$ cat src/rtl/ps2_keyboard_pkg.sv
// ps2_keyboard_pkg
// Shared constants and types for the PS/2 keyboard receiver.
//   PS2_EXT / PS2_BRK : scan-code prefix bytes (extended, break)
//   KEY_*             : game keycodes consumed by the datapath
//   rxState_e         : frame receiver state encoding
//   oddParity()       : 1 when a data+parity word carries an odd number of ones
package ps2_keyboard_pkg;

   localparam logic [7:0] PS2_EXT   = 8'hE0;
   localparam logic [7:0] PS2_BRK   = 8'hF0;
   localparam logic [7:0] KEY_ENTER = 8'h5A;
   localparam logic [7:0] KEY_RED   = 8'h1D;
   localparam logic [7:0] KEY_UP    = 8'h75;

   typedef enum logic [1:0] {
      RX_IDLE,
      RX_DATA,
      RX_PARITY,
      RX_STOP
   } rxState_e;

   function automatic logic oddParity(input logic [8:0] bits);
      return ^bits;
   endfunction

endpackage

$ cat src/rtl/ps2_rx_frame.sv
// ps2_rx_frame
// Conditions the raw PS/2 lines and deserializes 11-bit frames.
// Ports:
//   clk, reset          : system clock, synchronous active-high reset
//   ps2_clk, ps2_data   : raw asynchronous PS/2 lines
//   rx_byte[7:0]        : last deserialized data byte (stable after the stop bit)
//   byte_valid          : high in the stop-bit fall cycle of a good frame
//   frame_err           : high in the stop-bit fall cycle of a bad frame, or on timeout
// byte_valid and frame_err are combinational so that a single register stage in
// the parent lands its strobes one cycle after the stop-bit fall.
module ps2_rx_frame
   import ps2_keyboard_pkg::*;
#(
   parameter int FILTER_LEN     = 8,
   parameter int TIMEOUT_CYCLES = 10000
) (
   input  logic       clk,
   input  logic       reset,
   input  logic       ps2_clk,
   input  logic       ps2_data,
   output logic [7:0] rx_byte,
   output logic       byte_valid,
   output logic       frame_err
);

   localparam int FW = $clog2(FILTER_LEN + 1);
   localparam int TW = $clog2(TIMEOUT_CYCLES + 1);
   localparam logic [FW-1:0] FILTER_LAST  = FW'(FILTER_LEN - 1);
   localparam logic [TW-1:0] TIMEOUT_LAST = TW'(TIMEOUT_CYCLES - 1);

   logic [1:0]    clkSync;
   logic [1:0]    dataSync;
   logic          filtLevel;
   logic [FW-1:0] filtCount;
   logic          fall;
   logic          sample;
   rxState_e      state;
   rxState_e      nextState;
   logic [2:0]    bitCount;
   logic [7:0]    shiftReg;
   logic          parityBit;
   logic [TW-1:0] toCount;
   logic          timeoutHit;

   // Two-flop synchronizers for both raw lines. They reset to the idle (high)
   // level so that leaving reset never looks like a clock edge.
   always_ff @(posedge clk) begin
      if (reset) begin
         clkSync  <= 2'b11;
         dataSync <= 2'b11;
      end else begin
         clkSync  <= {clkSync[0], ps2_clk};
         dataSync <= {dataSync[0], ps2_data};
      end
   end

   // Glitch filter on the synchronized clock. filtCount tracks how many
   // consecutive samples have disagreed with the current filtered level; any
   // agreeing sample restarts the run, so short glitches never get through.
   always_ff @(posedge clk) begin
      if (reset) begin
         filtLevel <= 1'b1;
         filtCount <= '0;
      end else if (clkSync[1] == filtLevel) begin
         filtCount <= '0;
      end else if (filtCount == FILTER_LAST) begin
         filtLevel <= clkSync[1];
         filtCount <= '0;
      end else begin
         filtCount <= filtCount + 1'b1;
      end
   end

   assign fall       = filtLevel && !clkSync[1] && (filtCount == FILTER_LAST);
   assign sample     = dataSync[1];
   assign timeoutHit = (state != RX_IDLE) && !fall && (toCount == TIMEOUT_LAST);
   assign rx_byte    = shiftReg;

   // Inactivity watchdog: counts while a frame is in progress and restarts on
   // every filtered falling edge, so it only expires when the keyboard stalls.
   always_ff @(posedge clk) begin
      if (reset || state == RX_IDLE || fall) begin
         toCount <= '0;
      end else begin
         toCount <= toCount + 1'b1;
      end
   end

   // Frame state register.
   always_ff @(posedge clk) begin
      if (reset) begin
         state <= RX_IDLE;
      end else begin
         state <= nextState;
      end
   end

   // Next-state and frame verdict. The verdict is decided in the stop-bit fall
   // cycle; a timeout overrides everything and drops back to idle.
   always_comb begin
      nextState  = state;
      byte_valid = 1'b0;
      frame_err  = 1'b0;
      case (state)
         RX_IDLE: begin
            if (fall && !sample) begin
               nextState = RX_DATA;
            end
         end
         RX_DATA: begin
            if (fall && bitCount == 3'd7) begin
               nextState = RX_PARITY;
            end
         end
         RX_PARITY: begin
            if (fall) begin
               nextState = RX_STOP;
            end
         end
         RX_STOP: begin
            if (fall) begin
               nextState = RX_IDLE;
               if (sample && oddParity({shiftReg, parityBit})) begin
                  byte_valid = 1'b1;
               end else begin
                  frame_err = 1'b1;
               end
            end
         end
         default: nextState = RX_IDLE;
      endcase
      if (timeoutHit) begin
         nextState = RX_IDLE;
         frame_err = 1'b1;
      end
   end

   // Data capture: bits arrive LSB first, so each new sample enters at the top
   // of the shift register and the byte is aligned after the eighth bit.
   always_ff @(posedge clk) begin
      if (reset) begin
         bitCount  <= '0;
         shiftReg  <= '0;
         parityBit <= 1'b0;
      end else if (fall) begin
         case (state)
            RX_IDLE: bitCount <= '0;
            RX_DATA: begin
               shiftReg <= {sample, shiftReg[7:1]};
               bitCount <= bitCount + 1'b1;
            end
            RX_PARITY: parityBit <= sample;
            default: ;
         endcase
      end
   end

endmodule

$ cat src/rtl/ps2_keyboard.sv
// ps2_keyboard
// PS/2 keyboard receiver: one qualified keycode event per key press or release.
// Ports:
//   clk, reset          : system clock, synchronous active-high reset
//   ps2_clk, ps2_data   : raw asynchronous PS/2 lines
//   keycode[7:0]        : last scan code with E0/F0 prefixes removed
//   make                : 1 = press, 0 = release (F0 preceded the code)
//   extended            : 1 = E0 preceded the code
//   keycode_ready       : one-cycle strobe, keycode/make/extended valid
//   err                 : one-cycle strobe on parity, framing or timeout error
module ps2_keyboard
   import ps2_keyboard_pkg::*;
#(
   parameter int FILTER_LEN     = 8,
   parameter int TIMEOUT_CYCLES = 10000
) (
   input  logic       clk,
   input  logic       reset,
   input  logic       ps2_clk,
   input  logic       ps2_data,
   output logic [7:0] keycode,
   output logic       make,
   output logic       extended,
   output logic       keycode_ready,
   output logic       err
);

   logic [7:0] rxByte;
   logic       byteValid;
   logic       frameErr;
   logic       extFlag;
   logic       brkFlag;

   ps2_rx_frame #(
      .FILTER_LEN    (FILTER_LEN),
      .TIMEOUT_CYCLES(TIMEOUT_CYCLES)
   ) u_rx (
      .clk       (clk),
      .reset     (reset),
      .ps2_clk   (ps2_clk),
      .ps2_data  (ps2_data),
      .rx_byte   (rxByte),
      .byte_valid(byteValid),
      .frame_err (frameErr)
   );

   // Prefix decoding. E0 and F0 only arm flags; the first non-prefix byte
   // publishes a keycode event and consumes the flags. Any receive error
   // throws away a half-built prefix sequence so it cannot taint the next key.
   always_ff @(posedge clk) begin
      if (reset) begin
         keycode       <= '0;
         make          <= 1'b0;
         extended      <= 1'b0;
         keycode_ready <= 1'b0;
         err           <= 1'b0;
         extFlag       <= 1'b0;
         brkFlag       <= 1'b0;
      end else begin
         keycode_ready <= 1'b0;
         err           <= 1'b0;
         if (frameErr) begin
            err     <= 1'b1;
            extFlag <= 1'b0;
            brkFlag <= 1'b0;
         end else if (byteValid) begin
            if (rxByte == PS2_EXT) begin
               extFlag <= 1'b1;
            end else if (rxByte == PS2_BRK) begin
               brkFlag <= 1'b1;
            end else begin
               keycode       <= rxByte;
               make          <= ~brkFlag;
               extended      <= extFlag;
               keycode_ready <= 1'b1;
               extFlag       <= 1'b0;
               brkFlag       <= 1'b0;
            end
         end
      end
   end

endmodule

$ cat config.mk
export PLATFORM = sky130hd
export DESIGN_NAME = ps2_keyboard
export DESIGN_NICKNAME = d
export VERILOG_FILES = /design/src/rtl/ps2_keyboard_pkg.sv /design/src/rtl/ps2_rx_frame.sv /design/src/rtl/ps2_keyboard.sv
export SDC_FILE = /design/constraint.sdc
export NUM_CORES = 1
export LEC_CHECK = 0
export CAP_MARGIN = 20
export CELL_PAD_IN_SITES_DETAIL_PLACEMENT = 1
export CELL_PAD_IN_SITES_GLOBAL_PLACEMENT = 1
export CORE_MARGIN = 5
export CORE_UTILIZATION = 44
export CTS_BUF_LIST = sky130_fd_sc_hd__clkbuf_16
export CTS_CLUSTER_DIAMETER = 30
export CTS_CLUSTER_SIZE = 28
export DETAILED_ROUTE_END_ITERATION = 6
export GPL_ROUTABILITY_DRIVEN = 0
export HOLD_SLACK_MARGIN = 0.05
export PLACE_DENSITY = 0.81
export SYNTH_ARGS = -nofsm -noshare
export SYNTH_HDL_FRONTEND = slang
export SYNTH_SLANG_ARGS = --single-unit
$ cat constraint.sdc
create_clock -name clk -period 2.5 [get_ports clk]
set_input_delay 0.625 -clock clk [delete_from_list [all_inputs] [get_ports clk]]
set_output_delay 0.625 -clock clk [all_outputs]
set_load 0.005 [all_outputs]
After elaboration in Yosys (flattened, before gate mapping)
Cells that the tools add are included.
{"block": "classes", "addsub": 3, "n_mul": 0, "div": 0, "magnitude_cmp": 0, "eq_ne": 14, "shifts": 0, "mux": 18, "bitwise": 6, "reduce_logical": 28}
{"cell": "$eq 8x8->1 const B", "count": 2}
{"cell": "$add 14x1->14 const B", "count": 1}
{"cell": "$eq 14x14->1 const B", "count": 1}
{"cell": "$mux 1", "count": 12}
{"cell": "$reduce_and 2->1", "count": 6}
{"cell": "$reduce_xor 9->1", "count": 1}
{"cell": "$mux 2", "count": 4}
{"cell": "$pmux 2 s4", "count": 1}
{"cell": "$reduce_and 4->1", "count": 2}
{"cell": "$logic_and 1x1->1", "count": 7}
{"cell": "$ne 2x1->1 const B", "count": 3}
{"cell": "$not 1->1", "count": 6}
{"cell": "$pmux 3 s2", "count": 1}
{"cell": "$add 4x1->4 const B", "count": 1}
{"cell": "$eq 2x2->1 const B", "count": 2}
{"cell": "$eq 4x3->1 const B", "count": 1}
{"cell": "$ne 2x2->1 const B", "count": 2}
{"cell": "$reduce_bool 2->1", "count": 2}
{"cell": "$reduce_or 2->1", "count": 2}
{"cell": "$reduce_or 4->1", "count": 1}
{"cell": "$add 3x1->3 const B", "count": 1}
{"cell": "$eq 3x3->1 const B", "count": 1}
{"cell": "$logic_not 1->1", "count": 3}
{"cell": "$reduce_or 3->1", "count": 1}
{"cell": "other kinds (4)", "count": 5}
{"block": "word_totals", "regBits": 51, "latchBits": 0, "ramBits": 0, "rom_bits": 0, "in_bits": 4, "out_inout_bits": 12, "elab_cells": 85, "mem_count": 0}

Depth between registers and ports, before layout
Gate-level depths: netlist of run 1.
{"block": "logic_depth", "ltp_word": 9, "mapped_depth": 9, "mapped_depth_nobuf": 7}

Cells and area by module
A second synthesis of run 1 with hierarchy kept.
{"block": "hier_totals", "cells_unflattened": 241, "hier_area_um2": 2239.6}
{"module": "ps2_rx_frame", "instances": 1, "cells_per_inst": 186, "area_each_um2": 1639.1, "seq_area_each_um2": 740.7}
{"module": "ps2_keyboard", "instances": 1, "cells_per_inst": 55, "area_each_um2": 600.6, "seq_area_each_um2": 280.3}

Worst setup path after synthesis of run 1
No wires, ideal clock.
{"block": "synth_timing", "path_type": "register -> register", "startpoint": "register u_rx.filtCount[0]", "endpoint": "register extended", "setup_time_ns": 0.072, "arrival_ns": 1.915, "t_required_ns": 2.428, "path_slack_ns": 0.513, "path_stages_with_launch": 9, "path_buffers": 2, "period_less_slack_ns": 1.987, "path_cell_list": "dfxtp_1 -> ha_1 -> and4b_1 -> buf_4 -> nand2_1 -> a31oi_1 -> and3_4 -> buf_6 -> mux2i_1"}
{"block": "synth_via", "elab_chain_len": 8, "elab_cells_between_ends": 12, "classes_between": "eq/ne: 1; mux: 5; bitwise: 1; reduce/logical: 5"}
{"item": "start, declared", "line_no": "ps2_rx_frame.sv:34", "text": "logic [FW-1:0] filtCount;"}
{"item": "start signal, assigned", "line_no": "ps2_rx_frame.sv:70", "text": "filtCount <= filtCount + 1'b1;"}
{"item": "$eq 4x3->1 *", "line_no": "ps2_rx_frame.sv:74", "text": "assign fall = filtLevel && !clkSync[1] && (filtCount == FILTER_LAST);"}
{"item": "$logic_and 1x1->1 *", "line_no": "ps2_rx_frame.sv:74"}
{"item": "$logic_not 1->1", "line_no": "ps2_rx_frame.sv:76", "text": "assign timeoutHit = (state != RX_IDLE) && !fall && (toCount == TIMEOUT_LAST);"}
{"item": "$logic_and 1x1->1 (2 in a row)", "line_no": "ps2_rx_frame.sv:76"}
{"item": "$mux 1", "line_no": "ps2_rx_frame.sv:132", "text": "if (timeoutHit) begin"}
{"item": "$not 1->1 (no line)"}
{"item": "$reduce_and 4->1 (no line) *"}
{"item": "end signal, assigned", "line_no": "ps2_keyboard.sv:74", "text": "extended <= extFlag;"}
{"item": "end, declared", "line_no": "ps2_keyboard.sv:23", "text": "output logic extended,"}
Every way passes the cells marked *; elsewhere a longest branch is shown, timed or not.
A chain may end at the register's enable or synchronous reset.

Worst setup path after layout of run 1
{"block": "layout_timing", "startpoint": "register u_rx.shiftReg[4] (netlist: u_rx.rx_byte[4])", "endpoint": "register keycode[7]"}
{"block": "layout_via", "elab_chain_len": 8, "elab_cells_between_ends": 15, "classes_between": "eq/ne: 2; mux: 7; bitwise: 3; reduce/logical: 3"}
{"item": "start, declared", "line_no": "ps2_rx_frame.sv:40", "text": "logic [7:0] shiftReg;"}
{"item": "start signal, assigned", "line_no": "ps2_rx_frame.sv:149", "text": "shiftReg <= {sample, shiftReg[7:1]};"}
{"item": "$reduce_xor 9->1", "line_no": "ps2_keyboard_pkg.sv:23", "text": "return ^bits;"}
{"item": "$logic_and 1x1->1", "line_no": "ps2_rx_frame.sv:123", "text": "if (sample && oddParity({shiftReg, parityBit})) begin"}
{"item": "$mux 1", "line_no": "ps2_rx_frame.sv:123"}
{"item": "$mux 1", "line_no": "ps2_rx_frame.sv:121", "text": "if (fall) begin"}
{"item": "$mux 1", "line_no": "ps2_rx_frame.sv:104", "text": "case (state)"}
{"item": "$mux 1", "line_no": "ps2_rx_frame.sv:132"}
{"item": "$not 1->1 (no line)"}
{"item": "$reduce_and 4->1 (no line) *"}
{"item": "end signal, assigned", "line_no": "ps2_keyboard.sv:72", "text": "keycode <= rxByte;"}
{"item": "end, declared", "line_no": "ps2_keyboard.sv:21", "text": "output logic [7:0] keycode,"}
Marks and branches as above.

==> summary.txt, run 1 <==
Finish
  – Sequential Area: 0.001021 mm2
  – Layout cell share with drive strength beyond 1: 8.915%
  – Finished Cell Area: 0.002540 mm2
  – Diode count: 0
  – Nets@finish: 270
  – Area growth from synthesis to layout: 16.13%
  – Layout fillers: 574
  – Multi-input combinational cell area: around 0.0011 mm2

Timing
  – Unrepaired setup endpoints after global routing: no
  – Final count of negative-setup-slack endpoints: 0
  – Final period utilization: between 80% and 90%
  – Slew headroom: about two thirds
  – WHS: 0.4186 ns
  – Final Hold Vio Count: 0
  – Actual slew at the worst max-slew pin: 0.4835 ns
  – Clock skew: between 0.008 and 0.009 ns
  – Final Slew Violations: 0
  – Fmax achieved: 458.5 MHz
  – Setup TNS Final: 0 ns
  – Period minus WS final: approximately 2.2 ns

Detailed routing
  – First DRT Iteration DRCs: 87
  – Residual DRC: 0
  – DRT antenna net count: 0
  – Vias per inst: 5.335
  – WL/cell: 15.13 um
  – Total wire length: 4916 um
  – DR pass1 iterations: 4
  – Vias: ~1700

Clocking
  – CTS Hold Bufs: 0
  – Clock-pin slew on the worst setup and hold paths: 0.07 ns
  – Cts bufs inserted: 5
  – CTS tree: done
  – Clock latency on the worst-skew pair: approximately 0.29 ns
  – # Post-CTS Setup Buffers: 0
  – H-tree depth: 2
  – Cts repair resizes: 0
  – Clock sink count: between 50 and 60
  – Clock Path Buffers: 2
  – Cell at the root of the clock tree: clkbuf_16

Critical path
  – Worst setup EP type: flip-flop
  – Worst-path fanout max: 13
  – Crit path arrival time: between 2 and 2.5 ns
  – Critical path class: flip-flop to flip-flop
  – CP Data Required Time: 2.72 ns
  – CP Launch Type: flip-flop

Floorplan
  – Die W: roughly 81 um
  – I/O pin total: 16
  – Core area: 0.004786 mm2
  – Vert. Die Dim: 80.51 um
  – Starting density of the core: 45.70%
  – Die area: roughly 0.0065 mm2
  – Std cell rows: 25

Run status
  – Outcome: finished clean

GRT
  – Antenna violations before repair: 0
  – GRT Residual Overflow: 0
  – Largest net degree at the start of global routing: 20
  – First-pass GRT wire length: between 8000 and 9000 um
  – Aggregate global-route resource usage: 17.28%
  – Vias in the first global route: ~1800

Placed design
  – I/O Buffers: 15
  – Post-DP HPWL: 3419 um
  – Post-Place Cell Area: 0.002395 mm2

Logic synthesis
  – Post-Syn Nets: 255
  – Synthesized area per cell: 9.038 um2
  – Distinct cells, synth: 37
  – Ys Warns: 0
  – Synth Instances: 242
  – Yosys top cell area share: 46.68%
  – Asr flop ratio synth: 0%
  – Fraction of the yosys area taken by sequential cells: 46.68%
  – Yosys reg bits: 51
  – Dominant cell type by area after synthesis: dfxtp_1
  – Ys flop type: dfxtp_1
  – Mapped Area: 0.002187 mm2
  – Largest cells by area after synthesis: dfxtp_1 47%, nand2_1 5.7%, ha_1 5.1%, nor2_1 4.6%, xnor2_1 4.0%
  – EDFF count, synth: 0

Power and ir drop
  – Pleak: 0.9165 nW
  – Peak VDD IR: about 0.00034 V
  – PD cells: 596.4 mW/mm2

Min path
  – Hold Path Class: flip-flop to flip-flop

Job
  – Max-cap viol count: 0
final timing paths:
kind	cells past startpoint	slack (ns)	from	endpoint
setup / recovery	5	0.32	u_rx.rx_byte[4]$_SDFFE_PP0P_	keycode[7]$_SDFFE_PP0P_
hold / removal	1	0.42	u_rx.dataSync[0]$_SDFF_PP1_	u_rx.dataSync[1]$_SDFF_PP1_
setup reg to reg	5	0.32	u_rx.rx_byte[4]$_SDFFE_PP0P_	keycode[7]$_SDFFE_PP0P_
hold reg to reg	1	0.42	u_rx.dataSync[0]$_SDFF_PP1_	u_rx.dataSync[1]$_SDFF_PP1_
layer usage:
metal	track usage (%)	wire length (um)
met1	21.63	2288
met5	0	0
met3	5.045	176
met2	28.23	2382
met4	5.912	69
cell usage in the layout, fill, tap and decap left out, types with 6 or more instances in the layout:
| cell type | n |
|---|---|
| dfxtp_1 | 51 |
| xnor2_1 | 10 |
| nand2_1 | 33 |
| nand3_1 | 6 |
| nor2_1 | 27 |
| ha_1 | 9 |
| xor2_1 | 8 |
| clkdlybuf4s50_1 | 15 |
| a21oi_1 | 13 |
| a311oi_1 | 7 |
| inv_1 | 13 |
stage by stage:
stage                     util, %  instances  setup WS, ns  power (W)
after floorplan                 -        242        0.5130  0.0008510
after global placement      50.04        317        0.4358  0.0008621
after detailed placement    50.04        317        0.3434  0.0008630
after CTS                   53.07        325        0.3030   0.001536
after global routing        53.07        325        0.1237   0.001576
final                       53.07        325        0.3190   0.001515
report_power, final:
part	switching, W	internal, W	total (W)
sequential	0.00000344	0.000815	0.000819
clock	0.000301	0.000369	0.000671
combinational	0.0000151	0.0000102	0.0000253
worst max-delay path, cell delays in order (launching register included):
cell     delay [ns]
dfxtp_1        0.46
xnor2_1        0.17
xnor3_2        0.47
xnor2_2        0.43
and3_4         0.39
mux2i_1        0.19
state kept, by name, summed over array words and instances (netlist names), 2 cells and up:
signal          cells
u_rx.toCount       14
u_rx.filtCount      4
u_rx.state          2
u_rx.bitCount       3
u_rx.rx_byte        8
u_rx.dataSync       2
u_rx.clkSync        2
keycode             8
Yosys cell counts, types with 2 or more instances:
| library cell | instances |
|---|---|
| clkbuf_1 | 8 |
| ha_1 | 9 |
| and2_1 | 2 |
| o21ai_0 | 3 |
| nand2_1 | 33 |
| a211oi_1 | 2 |
| or3_1 | 3 |
| nand3_1 | 6 |
| xor2_1 | 8 |
| nor3_1 | 5 |
| or2_2 | 5 |
| a22oi_1 | 3 |
| mux2i_1 | 3 |
| inv_1 | 13 |
| a21oi_1 | 13 |
| nand4_1 | 2 |
| a31oi_1 | 3 |
| nor2_1 | 27 |
| a31o_2 | 5 |
| xnor2_1 | 10 |
| a31o_1 | 2 |
| a311oi_1 | 7 |
| dfxtp_1 | 51 |
| nor4_1 | 2 |
| and3_1 | 5 |
cells by family after synthesis:
| logic type | synth area share, % |
|---|---|
| compound gates | 12.93 |
| simple gates | 20.37 |
| flops | 46.68 |
| mux | 1.373 |
| fa+ha+maj | 5.149 |
| xor+xnor | 9.039 |
| buf+inv | 4.463 |
layout make-up:
| cell class | instances | share of cell area, % |
|---|---|---|
| Clock buffer | 5 | 4.926 |
| Clock inverter | 3 | 0.7882 |
| Inverter | 13 | 1.921 |
| Multi-Input combinational cell | 168 | 42.07 |
| Sequential cell | 51 | 40.20 |
| Tap cell | 67 | 3.300 |
| Timing Repair Buffer | 18 | 6.798 |
(Power assumes the default switching activity.)
==> inputs of run 2 (changes only) <==
--- a/config.mk
+++ b/config.mk
@@ -9,14 +9,15 @@
 export CELL_PAD_IN_SITES_DETAIL_PLACEMENT = 1
 export CELL_PAD_IN_SITES_GLOBAL_PLACEMENT = 1
 export CORE_MARGIN = 5
-export CORE_UTILIZATION = 44
+export CORE_UTILIZATION = 41
 export CTS_BUF_LIST = sky130_fd_sc_hd__clkbuf_16
 export CTS_CLUSTER_DIAMETER = 30
 export CTS_CLUSTER_SIZE = 28
 export DETAILED_ROUTE_END_ITERATION = 6
 export GPL_ROUTABILITY_DRIVEN = 0
 export HOLD_SLACK_MARGIN = 0.05
-export PLACE_DENSITY = 0.81
+export PLACE_DENSITY = 0.76
 export SYNTH_ARGS = -nofsm -noshare
 export SYNTH_HDL_FRONTEND = slang
+export SYNTH_HIERARCHICAL = 1
 export SYNTH_SLANG_ARGS = --single-unit
==> run 2 against run 1 <==
Die area up 8.6%. Fmax is 8.2% lower. Non-clock buffer count up 9.
==> summary.txt, run 2 <==
Clocking
  – Clock latency on the worst-skew pair: 0.29 ns (about the same)
  – Clock-pin slew on the worst setup and hold paths: 0.07 ns (about the same)
  – Cts bufs inserted: 5 (unchanged)
  – Cell at the root of the clock tree: clkbuf_16
  – Clock sink count: 51 (unchanged)
  – CTS tree: done
  – Clock Path Buffers: 2 (unchanged)
  – H-tree depth: 2 (unchanged)

Critical path
  – Worst setup EP type: flip-flop
  – Beginning of the worst register-to-register path: u_rx/rx_byte[3]$_SDFFE_PP0P_
  – Critical path origin: u_rx/rx_byte[3]$_SDFFE_PP0P_
  – Crit path largest cell delay: 0.43 ns (-0.04 ns)
  – Crit path arrival time: 2.59 ns (+0.19 ns)
  – Reg2Reg Depth: 9 (+4)
  – CP Launch Type: flip-flop
  – CP dominant cell by count: xnor2_1
  – Crit-path cells: xnor2_1, xnor3_1, xnor2_1, nand2_1, a31o_1, nand2b_2, a41oi_4, buf_6, mux2i_2
  – CP Data Required Time: 2.72 ns (about the same)
  – CP max stage cell: xnor3_1
  – Critical path class: flip-flop to flip-flop
  – R2r endpoint: keycode[1]$_SDFFE_PP0P_
  – Worst-path fanout max: 7 (-6)
  – Critical Path End: keycode[1]$_SDFFE_PP0P_
  – Reg2Reg Setup Slack: 0.12 ns (-0.19 ns)

Timing
  – Final Slew Violations: 0 (unchanged)
  – Setup TNS Final: 0 ns (unchanged)
  – Final count of negative-setup-slack endpoints: 0 (unchanged)
  – Period minus WS final: 2.376 ns (+0.1950 ns)
  – Actual slew at the worst max-slew pin: 0.5383 ns (+0.05483 ns)
  – Unrepaired setup endpoints after global routing: no
  – Final period utilization: 95.04% (+7.8 points)
  – Fmax achieved: 420.9 MHz (-8.2%)
  – Slew headroom: 64.11% (-3.6 points)
  – Clock skew: 0.01061 ns (+0.002432 ns)
  – Final Hold Vio Count: 0 (unchanged)

Floorplan
  – Vert. Die Dim: 83.91 um (+4.2%)
  – Starting density of the core: 41.44% (-4.3 points)
  – Die W: 83.91 um (+4.2%)
  – Die area: 0.007041 mm2 (+8.6%)
  – Std cell rows: 27 (+8.0%)
  – Core area: 0.005405 mm2 (+13%)
  – I/O pin total: 16 (unchanged)

Power and ir drop
  – Clock Power Share: 44.0% (-0.3 points)
  – Internal Power: 0.001190 W (-0.43%)
  – Pleak: 0.9641 nW (+5.2%)
  – Peak VDD IR: 0.0003543 V (+4.2%)
  – Overall Power: 0.001500 W (-0.98%)
  – Logic gate share of total power: 1.6% (about the same)
  – PD cells: 558.1 mW/mm2 (-6.4%)
  – Psw: 0.0003103 W (-3.0%)
  – Sw frac: 20.68% (-0.43 points)
  – Sequential power share: 54.4% (+0.3 points)

Logic synthesis
  – Yosys reg bits: 51 (unchanged)
  – Synthesized area per cell: 9.293 um2 (+2.8%)
  – EDFF count, synth: 0 (unchanged)
  – Fraction of the yosys area taken by sequential cells: 45.59% (-1.1 points)
  – Largest cells by area after synthesis: dfxtp_1 46%, ha_1 5.0%, nand2_1 4.7%, nor2_1 4.5%, mux2i_1 3.6%
  – Yosys top cell area share: 45.59% (-1.1 points)
  – Synth Instances: 241 (-0.41%)
  – Count leader, synth: dfxtp_1
  – Most instantiated cells after synthesis: 51 x dfxtp_1, 28 x nand2_1, 27 x nor2_1
  – Asr flop ratio synth: 0% (unchanged)
  – Ys Warns: 6 (+6)
  – Distinct cells, synth: 37 (unchanged)
  – Mapped Area: 0.002240 mm2 (+2.4%)
  – Post-Syn Nets: 254 (-0.39%)
  – Dominant cell type by area after synthesis: dfxtp_1
  – Ys flop type: dfxtp_1

Run status
  – Outcome: finished clean

Finish
  – Most frequent cells in the layout: 49 x dfxtp_1, 28 x nand2_1, 27 x nor2_1
  – Sequential Area: 0.001026 mm2 (+0.49%)
  – Multi-input combinational cell area: 0.001149 mm2 (+7.5%)
  – Layout cell share with drive strength beyond 1: 13.48% (+4.6 points)
  – Commonest non-fill, non-tap cell in the layout: dfxtp_1
  – Layout fillers: 644 (+12%)
  – Area growth from synthesis to layout: 20.00%
  – Largest Register: u_rx/toCount
  – Largest register FFs: 14 (unchanged)
  – Diode count: 0 (unchanged)
  – Nets@finish: 279 (+3.3%)

Detailed routing
  – Total wire length: 5098 um (+3.7%)
  – Vias per inst: 5.242 (-1.8%)
  – Residual DRC: 0 (unchanged)
  – DRT antenna net count: 0 (unchanged)
  – WL/cell: 15.04 um (-0.58%)
  – Vias: 1777 (+2.5%)
  – DR pass1 iterations: 4 (unchanged)
  – First DRT Iteration DRCs: 71 (-18%)

Placed design
  – I/O Buffers: 15 (unchanged)
  – Post-DP HPWL: 3623 um (+6.0%)

GRT
  – Global routing usage on met3: 3.653% (-1.4 points)
  – GRT Residual Overflow: 0 (unchanged)
  – Antenna violations before repair: 0 (unchanged)
  – First-pass GRT wire length: 8894 um (+2.1%)
  – GRT met2 Usage: 25.60% (-2.6 points)
  – Largest net degree at the start of global routing: 24 (+20%)
  – Vias in the first global route: 1888 (+2.8%)
  – GR Util met1: 19.42% (-2.2 points)
  – Busiest grt layer: met2
  – Aggregate global-route resource usage: 15.34% (-1.9 points)

Job
  – Max-cap viol count: 0 (unchanged)

Min path
  – Hold Path Class: flip-flop to flip-flop
[run 2: critical path: cells and delay by family, from the launching register on]
family          cells  cell delay (ns)
compound gates      2             0.47
xor+xnor            3             0.78
buf+inv             1             0.17
flops               1             0.37
mux                 1             0.20
simple gates        2             0.31
[run 2: timing repair]
action                                  in CTS  in global routing
endpoints found under the setup margin       0                  8
setup buffers                                0                  1
resized for setup                            0                  4
hold buffers                                 0                  0
[run 2: layout make-up]
class	instances	share of cell area (%)
inverters	10	1.397
flip-flops and latches	51	38.17
clock inverters	3	0.6052
multi-input cells	171	42.74
repair buffers	27	9.078
clock buffers	5	4.655
well taps	72	3.352
[run 2: stage by stage]
| stage | instances | area, um2 | hold WS [ns] | worst slack, ns | utilization (%) |
|---|---|---|---|---|---|
| floorplan | 241 | 2242 | 0.3895 | 0.03287 | - |
| global placement | 330 | 2526 | 0.3925 | 0.2357 | 46.74 |
| detailed placement | 330 | 2526 | 0.3967 | 0.05383 | 46.74 |
| CTS | 338 | 2668 | 0.4139 | 0.04297 | 49.35 |
| global route | 339 | 2688 | 0.4314 | 0.01102 | 49.72 |
| finish | 339 | 2688 | 0.4113 | 0.1240 | 49.72 |
[run 2: routing by layer]
metal,up-vias,part of all wire [%]
li1,883,-
met1,864,48
met4,0,1.1
met2,23,48
met3,7,2.4
met5,-,0
[run 2: kinds of logic after synthesis]
kind of cell	synth area share (%)
adder cells (fa/ha/maj)	5.028
XOR/XNOR	8.771
buffers and inverters	3.408
AO/OA/AOI/OAI	10.84
AND/OR/NAND/NOR	22.12
flip-flops	45.59
multiplexers	4.246
[run 2: how the worst min path moves through the flow]
| stage | start | end | slack, ns | depth (start not counted) |
|---|---|---|---|---|
| floorplan | u_rx/clkSync[0]$_SDFF_PP1_ | u_rx/clkSync[1]$_SDFF_PP1_ | 0.39 | 1 |
| global placement | u_rx/clkSync[0]$_SDFF_PP1_ | u_rx/clkSync[1]$_SDFF_PP1_ | 0.39 | 1 |
| detailed placement | u_rx/dataSync[0]$_SDFF_PP1_ | u_rx/dataSync[1]$_SDFF_PP1_ | 0.40 | 1 |
| CTS | u_rx/dataSync[0]$_SDFF_PP1_ | u_rx/dataSync[1]$_SDFF_PP1_ | 0.41 | 1 |
| global route | u_rx/dataSync[0]$_SDFF_PP1_ | u_rx/dataSync[1]$_SDFF_PP1_ | 0.43 | 1 |
| finish | u_rx/dataSync[0]$_SDFF_PP1_ | u_rx/dataSync[1]$_SDFF_PP1_ | 0.41 | 1 |
[run 2: power by group through the flow]
stage                     Sequential (W)  Clock, W  Combinational, W
after floorplan                 0.000835         0         0.0000127
after global placement          0.000836         0         0.0000235
after detailed placement        0.000836         0         0.0000241
after CTS                       0.000818  0.000680         0.0000241
after global routing            0.000816  0.000718         0.0000267
final                           0.000817  0.000659         0.0000241
==> inputs of run 3 (changes only) <==
--- a/config.mk
+++ b/config.mk
@@ -5,12 +5,11 @@
 export SDC_FILE = /design/constraint.sdc
 export NUM_CORES = 1
 export LEC_CHECK = 0
-export CAP_MARGIN = 20
+export CAP_MARGIN = 15
 export CELL_PAD_IN_SITES_DETAIL_PLACEMENT = 1
 export CELL_PAD_IN_SITES_GLOBAL_PLACEMENT = 1
 export CORE_MARGIN = 5
 export CORE_UTILIZATION = 41
-export CTS_BUF_LIST = sky130_fd_sc_hd__clkbuf_16
 export CTS_CLUSTER_DIAMETER = 30
 export CTS_CLUSTER_SIZE = 28
 export DETAILED_ROUTE_END_ITERATION = 6
==> run 3 against run 2 <==
Final area fell by 1.4%. Die area did not move. Non-clock buffer count did not move. Register-to-register slack improved by 0.05 ns. Sequential power barely moved. Final cell count did not move. Largest power group unchanged. Highest routed layer unchanged.
==> summary.txt, run 3 (synthesis results as in run 2) <==
Run status
  – Outcome: finished clean

Floorplan
  – Vert. Die Dim: 83.91 um (unchanged)
  – Die W: 83.91 um (unchanged)
  – Std cell rows: 27 (unchanged)
  – I/O pin total: 16 (unchanged)
  – Core area: 0.005405 mm2 (unchanged)
  – Die area: 0.007041 mm2 (unchanged)
  – Starting density of the core: 41.44% (unchanged)

Timing
  – Unrepaired setup endpoints after global routing: no
  – WHS: 0.4168 ns (+0.005431 ns)
  – Final count of negative-setup-slack endpoints: 0 (unchanged)
  – Slew headroom: 64.69% (+0.58 points)
  – Clock skew: 0.01745 ns (+0.006844 ns)
  – Fmax achieved: 430.8 MHz (+2.4%)
  – Period minus WS final: 2.321 ns (-0.05474 ns)
  – Final Slew Violations: 0 (unchanged)
  – Final Hold Vio Count: 0 (unchanged)
  – Final period utilization: 92.85% (-2.2 points)
  – Actual slew at the worst max-slew pin: 0.5296 ns (-0.008756 ns)
  – Setup TNS Final: 0 ns (unchanged)

Critical path
  – Reg2Reg Depth: 9 (unchanged)
  – Critical Path End: keycode[1]$_SDFFE_PP0P_
  – Beginning of the worst register-to-register path: u_rx/rx_byte[5]$_SDFFE_PP0P_
  – Critical path class: flip-flop to flip-flop
  – Critical path origin: u_rx/rx_byte[5]$_SDFFE_PP0P_
  – CP Data Required Time: 2.74 ns (+0.02 ns)
  – Reg2Reg Setup Slack: 0.18 ns (+0.05 ns)
  – Worst-path fanout max: 7 (unchanged)
  – R2r endpoint: keycode[1]$_SDFFE_PP0P_
  – Crit path arrival time: 2.56 ns (-0.03 ns)
  – Worst setup EP type: flip-flop
  – CP Launch Type: flip-flop

Finish
  – Largest register FFs: 14 (unchanged)
  – Diode count: 0 (unchanged)
  – Nets@finish: 279 (unchanged)
  – Layout fillers: 639 (-0.78%)
  – Non-Filler Instances: 339 (unchanged)
  – Largest Register: u_rx/toCount
  – Most frequent cells in the layout: 49 x dfxtp_1, 28 x nand2_1, 27 x nor2_1
  – Area growth from synthesis to layout: 18.27%
  – Commonest non-fill, non-tap cell in the layout: dfxtp_1
  – Layout cell share with drive strength beyond 1: 14.23% (+0.75 points)
  – Fin util: 49.00% (-0.72 points)
  – Finished Cell Area: 0.002649 mm2 (-1.4%)

Clocking
  – Clock-pin slew on the worst setup and hold paths: 0.10 ns (+0.03 ns)
  – Clock sink count: 51 (unchanged)
  – Clock latency on the worst-skew pair: 0.31 ns (+0.02 ns)
  – H-tree depth: 2 (unchanged)
  – Clock Path Buffers: 2 (unchanged)
  – CTS tree: done
  – Cell at the root of the clock tree: clkbuf_8
  – Cts bufs inserted: 5 (unchanged)

GRT
  – Aggregate global-route resource usage: 15.25% (-0.088 points)
  – Vias in the first global route: 1838 (-2.6%)
  – GR Util met1: 20.06% (+0.64 points)
  – First-pass GRT wire length: 8873 um (-0.24%)
  – Busiest grt layer: met2
  – GRT met2 Usage: 24.95% (-0.65 points)
  – Antenna violations before repair: 0 (unchanged)
  – Largest net degree at the start of global routing: 24 (unchanged)
  – Global routing usage on met3: 3.554% (-0.099 points)
  – GRT Residual Overflow: 0 (unchanged)

Detailed routing
  – DRT antenna net count: 0 (unchanged)
  – Total wire length: 4997 um (-2.0%)
  – Residual DRC: 0 (unchanged)
  – Vias per inst: 5.109 (-2.5%)
  – First DRT Iteration DRCs: 61 (-14%)
  – DR pass1 iterations: 4 (unchanged)
  – Vias: 1732 (-2.5%)
  – WL/cell: 14.74 um (-2.0%)

Power and ir drop
  – Peak VDD IR: 0.0002499 V (-29%)
  – PD cells: 506.6 mW/mm2 (-9.2%)
  – Internal Power: 0.001051 W (-12%)
  – Sequential power share: 60.8% (+6.4 points)
  – Pleak: 0.9406 nW (-2.4%)
  – Sw frac: 21.68% (+1.0 points)
  – Psw: 0.0002910 W (-6.2%)
  – Clock Power Share: 37.4% (-6.6 points)
  – Logic gate share of total power: 1.8% (+0.2 points)

Placed design
  – Post-Place Cell Area: 0.002526 mm2 (unchanged)
  – Post-DP HPWL: 3623 um (unchanged)
  – I/O Buffers: 15 (unchanged)
  – Cells after DPL: 330 (unchanged)

Min path
  – Hold Path Class: flip-flop to flip-flop

Job
  – Max-cap viol count: 0 (unchanged)
run 3: changes by cell type in the layout (fill, tap and decap cells not counted):
cell       before  now
xnor2_2         1    2
clkbuf_8        0    6
xnor2_1         9    8
clkbuf_16       5    0
clkbuf_1        0    1
clkinv_1        1    0
inv_1          11   10
run 3: area by class of cell:
| type | count | area [um2] | share of cell area [%] |
|---|---|---|---|
| Sequential cell | 51 | 1026 | 38.73 |
| Tap cell | 72 | 90.09 | 3.401 |
| Inverter | 10 | 37.54 | 1.417 |
| Multi-Input combinational cell | 171 | 1156 | 43.65 |
| Clock buffer | 7 | 86.33 | 3.259 |
| Clock inverter | 1 | 8.758 | 0.3307 |
| Timing Repair Buffer | 27 | 244.0 | 9.211 |
run 3: how the worst min path moves through the flow:
stage	startpoint	to	slack, ns	cells after the start
6_report	u_rx/dataSync[0]$_SDFF_PP1_	u_rx/dataSync[1]$_SDFF_PP1_	0.42	1
5_1_grt	u_rx/dataSync[0]$_SDFF_PP1_	u_rx/dataSync[1]$_SDFF_PP1_	0.44	1
4_1_cts	u_rx/dataSync[0]$_SDFF_PP1_	u_rx/dataSync[1]$_SDFF_PP1_	0.42	1
3_5_place_dp	u_rx/dataSync[0]$_SDFF_PP1_	u_rx/dataSync[1]$_SDFF_PP1_	0.40	1
3_3_place_gp	u_rx/clkSync[0]$_SDFF_PP1_	u_rx/clkSync[1]$_SDFF_PP1_	0.39	1
2_1_floorplan	u_rx/clkSync[0]$_SDFF_PP1_	u_rx/clkSync[1]$_SDFF_PP1_	0.39	1
run 3: layer usage:
metal / up-vias / routed length [um]
li1: 876 / -
met1: 831 / 2447
met2: 17 / 2364
met3: 8 / 125
met4: 0 / 59
met5: - / 0
run 3: repair_timing:
item / 4_1_cts / 5_1_grt
resized for setup: 0 / 5
hold buffers: 0 / 0
setup endpoints to repair: 0 / 8
buffers inserted: 0 / 1
run 3: through the flow:
stage | power [W] | worst slack (ns)
2_1_floorplan | 0.0008481 | 0.03287
3_3_place_gp | 0.0008595 | 0.2357
3_5_place_dp | 0.0008605 | 0.05383
4_1_cts | 0.001360 | 0.01025
5_1_grt | 0.001399 | 0.04636
6_report | 0.001342 | 0.1787
run 3: worst max-delay path, cell delays in order, from the launching register on:
cell and delay (ns):
dfxtp_1 0.35, xnor2_2 0.17, xnor3_1 0.43, xnor2_1 0.17
nand2_1 0.09, a31o_1 0.23, nand2b_2 0.21, a41oi_4 0.22
buf_6 0.17, mux2i_2 0.20
run 3: power groups by stage:
stage	Combinational, W	Sequential, W	Clock (W)
finish	0.0000236	0.000816	0.000502
global route	0.0000268	0.000817	0.000556
CTS	0.0000242	0.000817	0.000518
detailed placement	0.0000241	0.000836	0
global placement	0.0000235	0.000836	0
floorplan	0.0000127	0.000835	0
